### config.mk
export PLATFORM = sky130hd
export DESIGN_NAME = rom_copy_engine
export DESIGN_NICKNAME = d
export VERILOG_FILES = /design/src/rtl/rom_copy_engine.sv
export SDC_FILE = /design/constraint.sdc
export NUM_CORES = 1
export LEC_CHECK = 0
export ABC_AREA = 1
export BUFFER_PORTS_ARGS = -buffer_cell sky130_fd_sc_hd__clkbuf_2
export CAP_MARGIN = 20
export CORE_ASPECT_RATIO = 2
export CORE_MARGIN = 2
export CORE_UTILIZATION = 30
export CTS_BUF_LIST = sky130_fd_sc_hd__clkbuf_2
export DETAILED_ROUTE_END_ITERATION = 12
export GPL_ROUTABILITY_DRIVEN = 0
export GPL_TIMING_DRIVEN = 0
export HOLD_SLACK_MARGIN = 0.02
export SYNTH_ARGS = -nofsm -noshare
export SYNTH_HDL_FRONTEND = slang
export SYNTH_SLANG_ARGS = --single-unit
### constraint.sdc
create_clock -name clk_i -period 2.07 [get_ports clk_i]
set_input_delay 0.207 -clock clk_i [delete_from_list [all_inputs] [get_ports clk_i]]
set_output_delay 0.207 -clock clk_i [all_outputs]
set_load 0.02 [all_outputs]
### src/rtl/rom_copy_engine.sv
// ROM-to-destination copy sequencer: streams a contiguous run of ROM bytes to a
// valid/ready write port, hiding the ROM's one-cycle registered-address latency.
module rom_copy_engine #(
    parameter int ROM_ADDR_WIDTH = 12,
    parameter int DST_ADDR_WIDTH = 13,
    parameter int LEN_WIDTH      = 12
) (
    input  logic                      clk_i,
    input  logic                      rst_ni,
    input  logic                      start_i,
    input  logic [ROM_ADDR_WIDTH-1:0] src_base_i,
    input  logic [DST_ADDR_WIDTH-1:0] dst_base_i,
    input  logic [LEN_WIDTH-1:0]      length_i,
    output logic                      busy_o,
    output logic                      done_o,
    output logic                      rom_en_o,
    output logic [ROM_ADDR_WIDTH-1:0] rom_addr_o,
    input  logic [7:0]                rom_data_i,
    output logic                      wr_valid_o,
    input  logic                      wr_ready_i,
    output logic [DST_ADDR_WIDTH-1:0] wr_addr_o,
    output logic [7:0]                wr_data_o
);

    typedef enum logic [1:0] {
        S_IDLE,
        S_STREAM,
        S_DONE
    } state_e;

    state_e                    state_q, state_d;
    logic [ROM_ADDR_WIDTH-1:0] src_next_q, src_next_d;
    logic [DST_ADDR_WIDTH-1:0] dst_ptr_q, dst_ptr_d;
    logic [LEN_WIDTH-1:0]      remaining_q, remaining_d;

    always_ff @(posedge clk_i or negedge rst_ni) begin
        if (!rst_ni) begin
            state_q     <= S_IDLE;
            src_next_q  <= '0;
            dst_ptr_q   <= '0;
            remaining_q <= '0;
        end else begin
            state_q     <= state_d;
            src_next_q  <= src_next_d;
            dst_ptr_q   <= dst_ptr_d;
            remaining_q <= remaining_d;
        end
    end

    // The first fetch is issued combinationally from start so byte 0 is on
    // rom_data in the first STREAM cycle; later fetches only advance on a
    // handshake, which freezes the ROM address register under backpressure.
    always_comb begin
        state_d     = state_q;
        src_next_d  = src_next_q;
        dst_ptr_d   = dst_ptr_q;
        remaining_d = remaining_q;
        busy_o      = (state_q != S_IDLE);
        done_o      = 1'b0;
        rom_en_o    = 1'b0;
        rom_addr_o  = '0;
        wr_valid_o  = 1'b0;
        wr_addr_o   = '0;
        wr_data_o   = '0;

        unique case (state_q)
            S_IDLE: begin
                if (start_i) begin
                    if (length_i != '0) begin
                        rom_en_o    = 1'b1;
                        rom_addr_o  = src_base_i;
                        src_next_d  = src_base_i + ROM_ADDR_WIDTH'(1);
                        dst_ptr_d   = dst_base_i;
                        remaining_d = length_i;
                        state_d     = S_STREAM;
                    end else begin
                        state_d = S_DONE;
                    end
                end
            end
            S_STREAM: begin
                wr_valid_o = 1'b1;
                wr_addr_o  = dst_ptr_q;
                wr_data_o  = rom_data_i;
                rom_addr_o = src_next_q;
                rom_en_o   = wr_ready_i && (remaining_q > LEN_WIDTH'(1));
                if (wr_ready_i) begin
                    dst_ptr_d   = dst_ptr_q + DST_ADDR_WIDTH'(1);
                    remaining_d = remaining_q - LEN_WIDTH'(1);
                    if (rom_en_o) begin
                        src_next_d = src_next_q + ROM_ADDR_WIDTH'(1);
                    end
                    if (remaining_q == LEN_WIDTH'(1)) begin
                        state_d = S_DONE;
                    end
                end
            end
            S_DONE: begin
                done_o  = 1'b1;
                state_d = S_IDLE;
            end
            default: begin
                state_d = S_IDLE;
            end
        endcase
    end

endmodule

==> results.json, run 1 <==
{
  "status": "complete, no violations",
  "power_density_nw_per_um2": 1550,
  "gr-total-overflow": 0,
  "initialDrtViolationCount": 202,
  "max_freq_mhz": 508,
  "fillCellCount": 1127,
  "cp_top_family": "flip-flops",
  "die_y_microns": 147,
  "cts-buffers-inserted": 5,
  "synth_top_area_share_pct": 32.0,
  "slowest_stage": "dfrtp_1",
  "crit_buf_inv": 3,
  "period_share_pct": 95.1,
  "synth_ff_type": "dfrtp_1",
  "final_cells": 740,
  "start_kind": "flip-flop",
  "rsz0062_at_grt": "yes",
  "p_sw_w": 0.00342,
  "crit_path_cell_trace": "buf_6 > ha_4 > inv_2 > nor2_4 > nand3b_1 > nand4_1 > nand2_2 > buf_8",
  "switching_share_pct": 54.5,
  "port_buffers": 85,
  "final-max-slew-violation-count": 0,
  "p_seq_share_pct": 22.7,
  "antenna_cells": 0,
  "reg2reg_from": "state_q[0]",
  "drc": 0,
  "floorplan.die_area_sq_um": 11000,
  "vias_per_cell": 4.79,
  "finalHoldViolations": 0,
  "grt_pass1_wl_microns": 16100,
  "final_util_pct": 40.5,
  "path_class": "reg -> out",
  "crit_fanout": 3,
  "routed_wl_microns": 10300,
  "rows": 52,
  "yosysMostFrequentCell": "nand2_1",
  "min_path_type": "in -> reg",
  "synth.largest_area_cell": "dfrtp_1",
  "clockBufferDepth": 2,
  "drive_above_1_share_pct": 26.6,
  "clkPwrFrac_pct": 5.4,
  "place_inst": 716,
  "slowest_delay_ns": 0.45,
  "hpwlAfterDp_microns": 7790,
  "postPlaceCellArea_sq_um": 3650,
  "vdd_drop_max_v": 0.000749,
  "syn2layout_area_growth_pct": 33.0,
  "core_sq_um": 10000,
  "finalSetupViolations": 0,
  "power_frac_comb_pct": 71.9,
  "ys_seq_area_share_pct": 32.0,
  "max_slew_margin_pct": 58.3,
  "root_buffer": "clkbuf_2",
  "clkSlewWorstSetupHoldPaths_ns": 0.21,
  "synthArstFlopShare_pct": 100,
  "max_cap_viol_count": 0,
  "internal_power_w": 0.00286,
  "synth_area_sq_um": 3050,
  "wl_per_cell_microns": 13.9,
  "grt_util_all_layers_pct": 19.0,
  "cts_tree": "yes",
  "ys_ff_latch": 39,
  "synthTopCellsByArea": "dfrtp_1 (32%), nand2_1 (19%), inv_1 (9.1%), nand3_1 (8.5%), o21ai_0 (7.4%)",
  "clk_latency_ns": 0.43,
  "ys_warn_count": 0,
  "syn-num-nets": 549,
  "synth_commonest_cells": "nand2_1 (155), inv_1 (74), nor2_1 (58), nand3_1 (52), o21ai_0 (45)",
  "skew_ns": 0.0246,
  "period_minus_slack_ns": 1.97,
  "start_util_pct": 30.5,
  "crit_required_ns": 1.86,
  "cts.sinks": 39,
  "die_w_microns": 75.3,
  "drtPass1Iterations": 5,
  "vias": 3544,
  "finish.net_count": 659,
  "hp-start": "length_i[11]",
  "synth_cell_type_count": 33,
  "p_leak_nw": 2.21,
  "avgSynthCellArea_sq_um": 6.16,
  "cts_max_level": 2,
  "grt_start_max_net_pins": 40,
  "worst_slew_pin_slew_ns": 0.625,
  "antenna_found_initial": 0,
  "synth_edf_count": 0,
  "grt_pass1_vias": 3421,
  "drt.antenna.violating_nets": 0,
  "crit_start": "remaining_q[0]",
  "pin_count": 86,
  "fin_area_sq_um": 4060,
  "endpoint_kind": "output port",
  "critPathArrivalTime_ns": 1.76,
  "synth_cells": 496
}
==> metrics by stage <==
stage / total power (W) / setup TNS [ns] / hold slack [ns] / setup WS (ns)
2_1_floorplan: 0.00410 / 0 / -0.0886 / 0.342
3_3_place_gp: 0.00519 / -0.00897 / 0.433 / -0.00603
3_5_place_dp: 0.00528 / -0.0344 / 0.437 / -0.0283
4_1_cts: 0.00591 / -0.0776 / 0.0950 / -0.0386
5_1_grt: 0.00685 / -0.0474 / 0.112 / -0.0142
6_report: 0.00628 / 0 / 0.102 / 0.102
==> metal layers <==
layer  GRT usage (%)  up-vias  wire length [microns]
met4            8.33        0                    299
met5               0        -                      0
met3            3.24       19                    492
met2            35.2      122                   5780
li1                -     1776                      -
met1            19.6     1627                   3720
==> area by class of cell <==
| class | instances | area (sq um) | share of cell area [%] |
|---|---|---|---|
| clock buffer | 6 | 30.0 | 0.739 |
| buffer | 16 | 138 | 3.39 |
| sequential | 39 | 978 | 24.1 |
| multi-input combinational | 363 | 1810 | 44.5 |
| tap | 135 | 169 | 4.16 |
| timing repair buffer | 106 | 657 | 16.2 |
| inverter | 75 | 284 | 6.99 |
==> cells by family (layout without fill, tap and decap cells) <==
logic type / Yosys count / in the layout / synth area share, %
compound gates: 62 / 62 / 10.9
buf+inv: 94 / 203 / 12.8
flops: 39 / 39 / 32.0
fa+ha+maj: 4 / 4 / 1.64
xor+xnor: 6 / 6 / 1.72
simple gates: 291 / 291 / 40.9
==> worst paths after layout <==
check                      slack [ns]  depth (start not counted)         endpoint
setup / recovery                 0.10                          8         rom_en_o
hold / removal                   0.10                          5  remaining_q[11]
setup reg to reg                 0.12                         13   src_next_q[10]
hold reg to reg                  0.52                          2    dst_ptr_q[11]
max in group asynchronous        1.27                          3   remaining_q[4]
min in group asynchronous        0.29                          2    src_next_q[5]
==> sequential cells by signal (all words and copies together), names as in the netlist <==
register     cells
remaining_q     12
src_next_q      12
state_q          2
dst_ptr_q       13
==> repair_timing <==
action	4_1_cts	5_1_grt
buffers inserted	7	12
hold endpoints to repair	39	0
hold buffers	1	0
resized for setup	33	61
pin swaps	2	9
setup endpoints to repair	29	29
==> power groups by stage <==
stage	clock, W	sequential, W	combinational (W)
after floorplan	0	0.00135	0.00276
after global placement	0	0.00141	0.00378
after detailed placement	0	0.00142	0.00386
after CTS	0.000342	0.00142	0.00415
after global routing	0.000375	0.00147	0.00501
final	0.000339	0.00142	0.00452
==> worst register-to-register path: stages, from the launching register on <==
cell and delay, ns:
dfrtp_2 0.50, buf_12 0.15, nand2_8 0.06, buf_8 0.16, nand2_1 0.06, nand2_1 0.11
ha_2 0.23, nand3_4 0.12, nor2_4 0.16, nand3_1 0.09, nand2_1 0.07, nand2_1 0.05
nand2_1 0.05, nand2_1 0.05
==> layout by cell type (no fill, tap or decap), types with 7 or more instances in the layout <==
cell      instances
nand2_1         153
clkbuf_2         73
inv_1            69
nor2_1           52
nand3_1          49
o21ai_0          37
dfrtp_1          37
buf_4            27
buf_2            13
o21ai_1          12
nand4_1           9
nor2_4            7
Note: power is estimated with default switching activity, not from simulation.
==> run 2: changes to the inputs <==
==> constraint.sdc (replaced) <==
create_clock -name clk_i -period 2.07 [get_ports clk_i]
set_input_delay 0.1035 -clock clk_i [delete_from_list [all_inputs] [get_ports clk_i]]
set_output_delay 0.1035 -clock clk_i [all_outputs]
set_load 0.02 [all_outputs]
==> run 2 against run 1 <==
  * Die area is the same
  * Clock-buffer cell count unchanged
  * Total power is 2.3% lower
  * Critical endpoint unchanged
  * Combinational power fell by 4%
==> results.json, run 2 (same netlist as run 1, synthesis figures left out) <==
{
  "finalHoldViolations": 0,
  "fillCellCount": 1130,
  "port_buffers": 85,
  "vdd_drop_max_v": 0.000865,
  "worst_hold_slack_ns": 0.00761,
  "largest_reg_flops": 13,
  "endpoint_kind": "output port",
  "routed_wl_microns": 10200,
  "grt_pass1_wl_microns": 16100,
  "clockBufferDepth": 2,
  "drtPass1Iterations": 5,
  "gr-total-overflow": 0,
  "period_minus_slack_ns": 2.02,
  "antenna_cells": 0,
  "regMostFlops": "dst_ptr_q",
  "skew_ns": 0.0354,
  "grt_start_max_net_pins": 40,
  "start_util_pct": 30.5,
  "crit_path_cell_trace": "buf_6 > ha_4 > inv_2 > nor2_4 > nand3b_1 > nand4_1 > nand2_2 > buf_6 > buf_8",
  "grt_pass1_vias": 3453,
  "die_y_microns": 147,
  "grt_util_all_layers_pct": 18.8,
  "start_kind": "flip-flop",
  "slowest_stage": "dfrtp_1",
  "cts_max_level": 2,
  "largestRegisters": "dst_ptr_q x13, remaining_q x12, src_next_q x12",
  "power.total_w": 0.00614,
  "clk_latency_ns": 0.44,
  "drive_above_1_share_pct": 25.6,
  "root_buffer": "clkbuf_2",
  "timing.critical_path.mode_cell": "buf_6",
  "max_slew_margin_pct": 60.0,
  "syn2layout_area_growth_pct": 34.4,
  "max_cap_viol_count": 0,
  "rows": 52,
  "hold_depth": 5,
  "floorplan.die_area_sq_um": 11000,
  "min_path_type": "in -> reg",
  "cts-buffers-inserted": 5,
  "status": "complete, no violations",
  "vias_per_cell": 4.75,
  "power_density_nw_per_um2": 1500,
  "final-max-slew-violation-count": 0,
  "tns_ns": 0,
  "crit_fanout": 7,
  "slowest_delay_ns": 0.46,
  "period_share_pct": 97.4,
  "critPathArrivalTime_ns": 1.91,
  "vias": 3556,
  "reg2regPathDepth": 10,
  "postPlaceCellArea_sq_um": 3650,
  "initialDrtViolationCount": 198,
  "cts.sinks": 39,
  "die_w_microns": 75.3,
  "hpwlAfterDp_microns": 7790,
  "wl_per_cell_microns": 13.6,
  "cts_tree": "yes",
  "clkSlewWorstSetupHoldPaths_ns": 0.22,
  "finish.net_count": 667,
  "fin_area_sq_um": 4100,
  "rsz0062_at_grt": "yes",
  "final_common_cell": "nand2_1",
  "drt.antenna.violating_nets": 0,
  "crit_required_ns": 1.97,
  "p_leak_nw": 2.23,
  "mostFrequentLayoutCells": "nand2_1 (153), clkbuf_2 (83), inv_1 (69)",
  "finalSetupViolations": 0,
  "path_class": "reg -> out",
  "worst_slew_pin_slew_ns": 0.600,
  "final_util_pct": 41.0,
  "pin_count": 86,
  "drc": 0,
  "max_freq_mhz": 496,
  "core_sq_um": 10000,
  "antenna_found_initial": 0
}
run 2: cell types whose count changed in the layout (fill, tap and decap cells not counted), sizes merged:
cell         delta
buf            -15
clkbuf         +11
dlygate4sd3    +12
run 2: final cells by class:
type                    count  area, sq um  share of cell area (%)
clock buffers               6         30.0                   0.732
repair buffers            113          709                    17.3
well taps                 135          169                    4.12
multi-input cells         363         1810                    44.1
plain buffers              17          125                    3.05
inverters                  75          284                    6.92
flip-flops and latches     39          978                    23.8
run 2: per-layer routing:
metal  share of wire, %  vias up  track usage (%)
met1                 37     1628             19.9
met3                3.6       26             2.35
li1                   -     1793                -
met2                 56      109             35.2
met4                3.5        0             7.98
met5                  0        -                0
run 2: stage by stage:
stage          setup slack, ns  cells
2_1_floorplan            0.342    496
3_5_place_dp          -0.00614    716
3_3_place_gp            0.0335    716
4_1_cts                -0.0131    737
5_1_grt                -0.0238    748
6_report                0.0548    748
run 2: power by group:
part / switching [W] / leakage, nW / internal, W
combinational: 0.00282 / 1.72 / 0.00154
sequential: 0.000301 / 0.484 / 0.00113
clock: 0.000264 / 0.0249 / 0.0000760
run 2: final timing paths:
kind	from	slack, ns	to
max	remaining_q[0]	0.05	rom_en_o
min	length_i[9]	0.008	remaining_q[9]
max reg2reg	state_q[1]	0.16	src_next_q[6]
min reg2reg	dst_ptr_q[11]	0.52	dst_ptr_q[11]
max in group asynchronous	rst_ni	1.36	remaining_q[4]
min in group asynchronous	rst_ni	0.17	src_next_q[5]
run 2: timing repair:
action,in CTS,in global routing
setup endpoints to repair,28,28
endpoints found under the hold margin,51,0
pin swaps,1,7
hold buffers,13,0
gates cloned,0,0
buffers inserted,3,11
resized for setup,25,42
run 2: worst max-delay path, delay by kind of cell (launching register included):
kind	cells	cell delay, ns
DFF	1	0.46
buffers and inverters	4	0.45
and+or+nand+nor	4	0.41
adders and majority gates	1	0.15
